[config.mk]
export PLATFORM = sky130hd
export DESIGN_NAME = gf180mcu_fd_sc_mcu7t5v0__rrgnt4
export DESIGN_NICKNAME = d
export VERILOG_FILES = /design/src/rtl/gf180mcu_fd_sc_mcu7t5v0__rrgnt4.sv
export SDC_FILE = /design/constraint.sdc
export NUM_CORES = 1
export LEC_CHECK = 0
export ABC_AREA = 1
export CAP_MARGIN = 20
export CORE_MARGIN = 5
export CORE_UTILIZATION = 54
export CTS_CLUSTER_SIZE = 16
export DETAILED_ROUTE_END_ITERATION = 16
export PLACE_DENSITY = 0.84
export REMOVE_ABC_BUFFERS = 1
export SETUP_SLACK_MARGIN = 0.3
export SLEW_MARGIN = 20
export SYNTH_ARGS = -nofsm -noshare
export SYNTH_HDL_FRONTEND = slang
export SYNTH_SLANG_ARGS = --single-unit
[constraint.sdc]
create_clock -name CLK -period 1.75 [get_ports CLK]
set_input_delay 0.175 -clock CLK [delete_from_list [all_inputs] [get_ports CLK]]
set_output_delay 0.175 -clock CLK [all_outputs]
set_load 0.005 [all_outputs]
[src/rtl/gf180mcu_fd_sc_mcu7t5v0__rrgnt4.sv]
// rtl/gf180mcu_fd_sc_mcu7t5v0__rrgnt4.sv - four-way round-robin grant distributor
// Holds one grant until ACK, owner drop or watchdog expiry, then rotates ownership.
module gf180mcu_fd_sc_mcu7t5v0__rrgnt4 #(
    parameter int unsigned HOLD_MAX = 15
) (
    input  logic CLK,
    input  logic RST,
    input  logic A1,
    input  logic A2,
    input  logic A3,
    input  logic A4,
    input  logic ACK,
    output logic G1,
    output logic G2,
    output logic G3,
    output logic G4,
    output logic Z,
    output logic ERR
);

    typedef enum logic [1:0] {
        IDLE    = 2'd0,
        GRANT   = 2'd1,
        RELEASE = 2'd2
    } state_t;

    localparam logic [3:0] C_CNT_LAST = 4'(HOLD_MAX - 1);

    state_t     r_state, w_state_nxt;
    logic [1:0] r_last,  w_last_nxt;
    logic [1:0] r_owner, w_owner_nxt;
    logic [3:0] r_cnt,   w_cnt_nxt;
    logic [3:0] r_g,     w_g_nxt;
    logic       r_z,     w_z_nxt;
    logic       r_err,   w_err_nxt;

    logic [3:0] w_req;
    logic       w_found;
    logic [1:0] w_pick;
    logic       w_owner_req;
    logic       w_timeout;

    assign w_req       = {A4, A3, A2, A1};
    assign w_owner_req = w_req[r_owner];
    assign w_timeout   = (r_cnt == C_CNT_LAST);

    // Pointers are 0-based (0..3 = requester 1..4); 2-bit adds wrap 4->1 for free.
    always_comb begin : arbiter
        logic [1:0] v_idx;
        w_found = 1'b0;
        w_pick  = r_last;
        v_idx   = r_last;
        for (int i = 1; i <= 4; i++) begin
            v_idx = r_last + 2'(i);
            if (!w_found && w_req[v_idx]) begin
                w_found = 1'b1;
                w_pick  = v_idx;
            end
        end
    end

    always_comb begin
        w_state_nxt = r_state;
        w_last_nxt  = r_last;
        w_owner_nxt = r_owner;
        w_cnt_nxt   = r_cnt;
        w_g_nxt     = r_g;
        w_z_nxt     = r_z;
        w_err_nxt   = 1'b0;
        case (r_state)
            IDLE: begin
                if (w_found) begin
                    w_g_nxt     = 4'b0001 << w_pick;
                    w_z_nxt     = 1'b1;
                    w_cnt_nxt   = 4'd0;
                    w_owner_nxt = w_pick;
                    w_state_nxt = GRANT;
                end
            end
            GRANT: begin
                if (ACK || !w_owner_req || w_timeout) begin
                    w_g_nxt     = 4'b0000;
                    w_z_nxt     = 1'b0;
                    w_last_nxt  = r_owner;
                    w_state_nxt = RELEASE;
                    // ACK and owner drop both outrank the watchdog.
                    w_err_nxt   = !ACK && w_owner_req && w_timeout;
                end else begin
                    w_cnt_nxt = r_cnt + 4'd1;
                end
            end
            RELEASE: begin
                w_state_nxt = IDLE;
            end
            default: begin
                w_g_nxt     = 4'b0000;
                w_z_nxt     = 1'b0;
                w_state_nxt = IDLE;
            end
        endcase
    end

    always_ff @(posedge CLK) begin
        if (RST) begin
            r_state <= IDLE;
            r_last  <= 2'd3;
            r_owner <= 2'd0;
            r_cnt   <= 4'd0;
            r_g     <= 4'b0000;
            r_z     <= 1'b0;
            r_err   <= 1'b0;
        end else begin
            r_state <= w_state_nxt;
            r_last  <= w_last_nxt;
            r_owner <= w_owner_nxt;
            r_cnt   <= w_cnt_nxt;
            r_g     <= w_g_nxt;
            r_z     <= w_z_nxt;
            r_err   <= w_err_nxt;
        end
    end

    assign G1  = r_g[0];
    assign G2  = r_g[1];
    assign G3  = r_g[2];
    assign G4  = r_g[3];
    assign Z   = r_z;
    assign ERR = r_err;

endmodule

; Word-level counts from Yosys, hierarchy flattened
; Index checks and enable logic that the tools add are counted.
[word_totals]
regBits = 16
in_bits = 7
wordCells = 76
out_inout_bits = 6
[op_classes]
eq_ne = 6
add_sub_neg = 4
shift = 1
mux = 30
n_lt_le_gt_ge = 5
n_reduce_logical = 20
bitwise = 3
[ops]
columns = op, count
row1 = $mux W4, 4
row2 = $lt A2 B3 Y1 const B, 5
row3 = $mux W2, 6
row4 = $pmux W4 S3, 1
row5 = $mux W1, 11
row6 = $bmux W1 S2, 5
row7 = $pmux W4 S2, 1
row8 = $ne A2 B2 Y1 const B, 3
row9 = $reduce_and A2 Y1, 3
row10 = $reduce_and A3 Y1, 2
row11 = $logic_and A1 B1 Y1, 5
row12 = $logic_not A1 Y1, 5
row13 = $add A2 B2 Y2 const B, 2
row14 = $add A4 B1 Y4 const B, 1
row15 = $eq A4 B4 Y1 const B, 1
row16 = $pmux W2 S2, 1
row17 = $shl A1 B2 Y4 const A, 1
row18 = $not A1 Y1, 3
row19 = $pmux W1 S3, 1
row20 = $reduce_or A3 Y1, 1
row21 = $add A2 B1 Y2 const B, 1
row22 = $eq A2 B1 Y1 const B, 1
row23 = $eq A2 B2 Y1 const B, 1
row24 = $logic_not A2 Y1, 1
row25 = other kinds (2), 3

; Longest topological paths before layout
[depth]
depth_word = 16
ltp_mapped = 12
mapped_depth_nobuf = 12

; Worst setup path after synthesis
; OpenSTA, ideal clock, no wires.
[synth_path]
path_type = register to register
start = register r_last[1]
end = register r_owner[0]
slack_ns = 0.313
setup_time_ns = 0.119
synth_period_minus_slack_ns = 1.437
n_path_buf = 1
stages_incl_launch_ff = 13
arrival_time_ns = 1.318
t_required_ns = 1.631
cell_sequence = dfxtp_1 inv_2 nand2_2 nand2_4 nand2_4 nand2_4 nor2_4 nand3_2 nand2_2 buf_6 inv_1 o21ai_1 nor2_1
[synth_between]
elab_chain_cells = 14
elab_cells_between_ends = 26
cone_classes = 3 x add/sub / 16 x mux / 7 x reduce/logical
[synth_lines]
columns = item, line
row1 = start: declaration, 30  ; logic [1:0] r_last, w_last_nxt;
row2 = start signal: assignment, 114  ; r_last <= w_last_nxt;
row3 = $add A2 B1 Y2, 54  ; v_idx = r_last + 2'(i);
row4 = $bmux W1 S2, 55  ; if (!w_found && w_req[v_idx]) begin
row5 = $mux W1 (implied by the code), 55
row6 = $mux W1, 55
row7 = $logic_not A1 Y1, 55
row8 = $logic_and A1 B1 Y1, 55
row9 = $mux W1, 55
row10 = $logic_not A1 Y1, 55
row11 = $logic_and A1 B1 Y1, 55
row12 = $mux W1, 55
row13 = $logic_not A1 Y1, 55
row14 = $logic_and A1 B1 Y1, 55
row15 = $mux W1, 55
row16 = $reduce_and A2 Y1 (no source line), n/a
row17 = end signal: assignment, 115  ; r_owner <= w_owner_nxt;
row18 = end: declaration, 31  ; logic [1:0] r_owner, w_owner_nxt;
; Parallel ways exist; a longest one is shown, timed or not. The select of a mux whose other input is x is not followed.
; A chain may end at the register's enable or synchronous reset.

; Final worst setup path
[layout_path]
start = register r_last[0]
end = register r_g[2]
[layout_between]
elab_chain_cells = 16
elab_cells_between_ends = 30
cone_classes = 3 x add/sub / 1 x eq/ne / 1 x shift / 18 x mux / 7 x reduce/logical
[layout_lines]
columns = item, line
row1 = $add A2 B1 Y2, 54
row2 = $bmux W1 S2, 55
row3 = $mux W1 (implied by the code), 55
row4 = $mux W1, 55
row5 = $logic_not A1 Y1, 55
row6 = $logic_and A1 B1 Y1, 55
row7 = $mux W1, 55
row8 = $logic_not A1 Y1, 55
row9 = $logic_and A1 B1 Y1, 55
row10 = $mux W1, 55
row11 = $logic_not A1 Y1, 55
row12 = $logic_and A1 B1 Y1, 55
row13 = $mux W2, 55
row14 = $shl A1 B2 Y4, 73  ; w_g_nxt = 4'b0001 << w_pick;
row15 = $mux W4, 72  ; if (w_found) begin
row16 = $pmux W4 S3, 70  ; case (r_state)
row17 = end signal: assignment, 117  ; r_g <= w_g_nxt;
row18 = end: declaration, 33  ; logic [3:0] r_g, w_g_nxt;
; Parallel ways exist; a longest one is shown, timed or not. The select of a mux whose other input is x is not followed.

==> qor.txt <==
Status: completed
Layout cells sized above 1: 0.394
Area growth syn-to-layout: 45.0%
Worst hold stages: 2
Post-Syn Instances: 160
CTS max path bufs: 2
Via count: 1,255
Largest net degree at the start of global routing: 10
Worst R2R End: r_g[2]$_SDFFE_PP0P_
Core box area: 1900 sq um
Leak pwr: 0.669 nW
Port bufs: 12
Ant. Diodes: 0
# nets final: 198
Antenna Nets Post-Route: 0
First-pass iteration count of the detailed router: 4
Synth warnings: 0
Flops & latches, synth: 16
Nature of the critical path endpoint: flip-flop
Die Wd: 54.0 um
Sequential share of the synthesized area: 0.306
Hold_sp: r_g[0]$_SDFFE_PP0P_
TritonCTS clock tree: yes
Commonest non-fill, non-tap cells in the layout: nand2_1 (38), nand2_4 (13), dfxtp_1 (12), inv_1 (12), buf_4 (12)
Critical Path Source Type: flip-flop
IO Pins: 13
Net Sw Frac: 0.493
Setup violators final: 0
Grt ovf: 0
Peak Freq: 592 MHz
Crit path kind: flip-flop to flip-flop
RSZ-0062 raised after global routing: yes
Total power: 2.63 mW
Tightest Pin Transition: 0.317 ns
Met2 Wirelength: 1810 um
Peak VDD IR: 1.08 mV
DR iter-0 viols: 79
Pwr Density: 1740 nW/um^2
Clk pwr share: 0.097
Die H: 54.0 um
DP HPWL: 2000 um
DR DRC count: 0
WL/cell: 16.1 um
Avg Cell Area, Syn: 6.54 sq um
Routed Wire Length: 3470 um
Setup TNS Final: 0 ns
Internal Power: 1.34 mW
R2r setup slk: 0.06 ns
Vias in the first global route: 1,142
Reg2Reg Depth: 12
Mapped cell area: 1050 sq um
Met3 WL: 234 um
Top Metal Used: met4
Die area: 2920 sq um
Clock sinks: 16
Psw: 1.30 mW
Setup Skew: 0.00578 ns
# rows: 16
Fin. Hold Viols: 0
Clk_lat worst skew: 0.30 ns
GPL Wtd Cong: 0.881
Crit Path Max Fanout: 7
Final period util: 0.965
Htree depth: 1
Area leader, netlist: dfxtp_1
Relative slew slack: 0.786
Maxcap violations: 0
First-pass GRT wire length: 4860 um
Sequential share of power: 0.228
Via density per instance: 5.84
Initial Util: 0.550
Hold worst-path end: r_g[0]$_SDFFE_PP0P_
R2r startpoint: r_last[0]$_SDFFE_PP1P_
GRT Total Usage: 0.228
Yosys cell types: 23
Total CTS buffers: 3
Hold buffer count at cts: 0
Worst path required time: 1.99 ns
M1 WL: 1270 um
Commonest non-fill, non-tap cell in the layout: nand2_1
Clock Tree Root: clkbuf_4
Initial antenna violation count: 0
Min-Delay Path Class: flip-flop to flip-flop
Min Clock Period, post-route: 1.69 ns
Max Slew Vio Count: 0
Largest cells by area after synthesis: dfxtp_1 (31%), nand2_1 (18%), nand3_1 (9.1%), nand2_4 (5.4%), a21oi_1 (4.8%)
Clock-pin slew on the worst setup and hold paths: 0.10 ns
CP Data Arrival Time: 1.92 ns
Synth top area share: 0.306
Comb pwr share: 0.675
-- per-layer routing --
metal | track usage | vias to the layer above
li1 | - | 572
met1 | 0.234 | 587
met2 | 0.427 | 73
met3 | 0.0582 | 23
met4 | 0.0996 | 0
met5 | 0 | -
-- power groups by stage --
stage                     clock [mW]  combinational, mW  sequential [mW]
after floorplan                    0              0.860            0.569
after global placement             0               1.20            0.561
after detailed placement           0               1.26            0.568
after CTS                      0.255               1.49            0.576
after global routing           0.281               1.92            0.616
final                          0.255               1.78            0.600
-- stage by stage --
step | instances | util | hold slack (ns) | setup slack (ns) | cell area, sq um
after CTS | 213 | 0.730 | 0.472 | 0.241 | 1390
final | 215 | 0.797 | 0.492 | 0.0616 | 1520
after global routing | 215 | 0.797 | 0.507 | -0.108 | 1520
after global placement | 202 | 0.641 | 0.449 | 0.0145 | 1220
after floorplan | 157 | - | 0.244 | 0.0805 | 1020
after detailed placement | 202 | 0.641 | 0.457 | -0.0439 | 1220
-- layout make-up --
cell class | count | area, sq um
fillers | 106 | 385
multi-input cells | 125 | 793
well taps | 27 | 33.8
inverters | 16 | 67.6
clock buffers | 4 | 36.3
flip-flops and latches | 16 | 330
repair buffers | 27 | 255
-- sequential cells by signal (all words and copies together), names as in the netlist --
| name | cells |
|---|---|
| r_cnt | 4 |
| r_g | 4 |
| r_last | 2 |
| r_owner | 2 |
| r_state | 2 |
| ERR | 1 |
| Z | 1 |
-- worst max path at each step --
stage / slack [ns] / start / to
final: 0.06 / r_last[0]$_SDFFE_PP1P_ / r_g[2]$_SDFFE_PP0P_
after global routing: -0.11 / r_last[0]$_SDFFE_PP1P_ / r_g[0]$_SDFFE_PP0P_
after CTS: 0.24 / r_last[0]$_SDFFE_PP1P_ / r_cnt[2]$_SDFFE_PP0P_
after detailed placement: -0.04 / A1 / r_cnt[1]$_SDFFE_PP0P_
after global placement: 0.01 / A1 / r_cnt[1]$_SDFFE_PP0P_
after floorplan: 0.08 / r_last[0]$_SDFFE_PP1P_ / r_cnt[1]$_SDFFE_PP0P_
-- what timing repair did --
action / in CTS / in global routing
resized for setup: 25 / 31
hold endpoints to repair: 0 / 0
gates cloned: 0 / 0
endpoints found under the setup margin: 12 / 16
setup buffers: 7 / 2
pin swaps: 17 / 24
-- critical path, stage by stage, from the launching register on --
cell and delay, ns:
dfxtp_4 0.41, buf_12 0.15, nand2_2 0.06, nand2_1 0.09
nand2_1 0.07, nand2_2 0.11, nor2_4 0.05, buf_4 0.13
nand3_2 0.05, nand2_1 0.09, nor2_2 0.20, nand2_1 0.08
a21oi_1 0.13
-- synth_stat cells --
master and count:
nor2_1 13, xor2_1 1, nand4_1 1, inv_2 4, buf_6 2, nor4_1 1, nand2_2 7, ha_1 2
nand3_4 1, o211ai_1 2, or2_2 2, nand2_4 5, o21ai_0 5, nand3_1 19, nor2_2 1, nor2_4 1
o21ai_1 2, a21oi_1 10, dfxtp_1 16, nand2_1 51, nand3_2 1, clkbuf_1 1, inv_1 12
-- logic make-up (layout without fill, tap and decap cells) --
logic type | Yosys count | in the layout | share of synthesized area
buffers and inverters | 19 | 47 | 0.0825
DFF | 16 | 16 | 0.306
adders and majority gates | 2 | 2 | 0.0239
and+or+nand+nor | 103 | 103 | 0.483
AOI/OAI and AO/OA | 19 | 19 | 0.0957
xor gates and xnor gates | 1 | 1 | 0.00837
(Power assumes the default switching activity.)
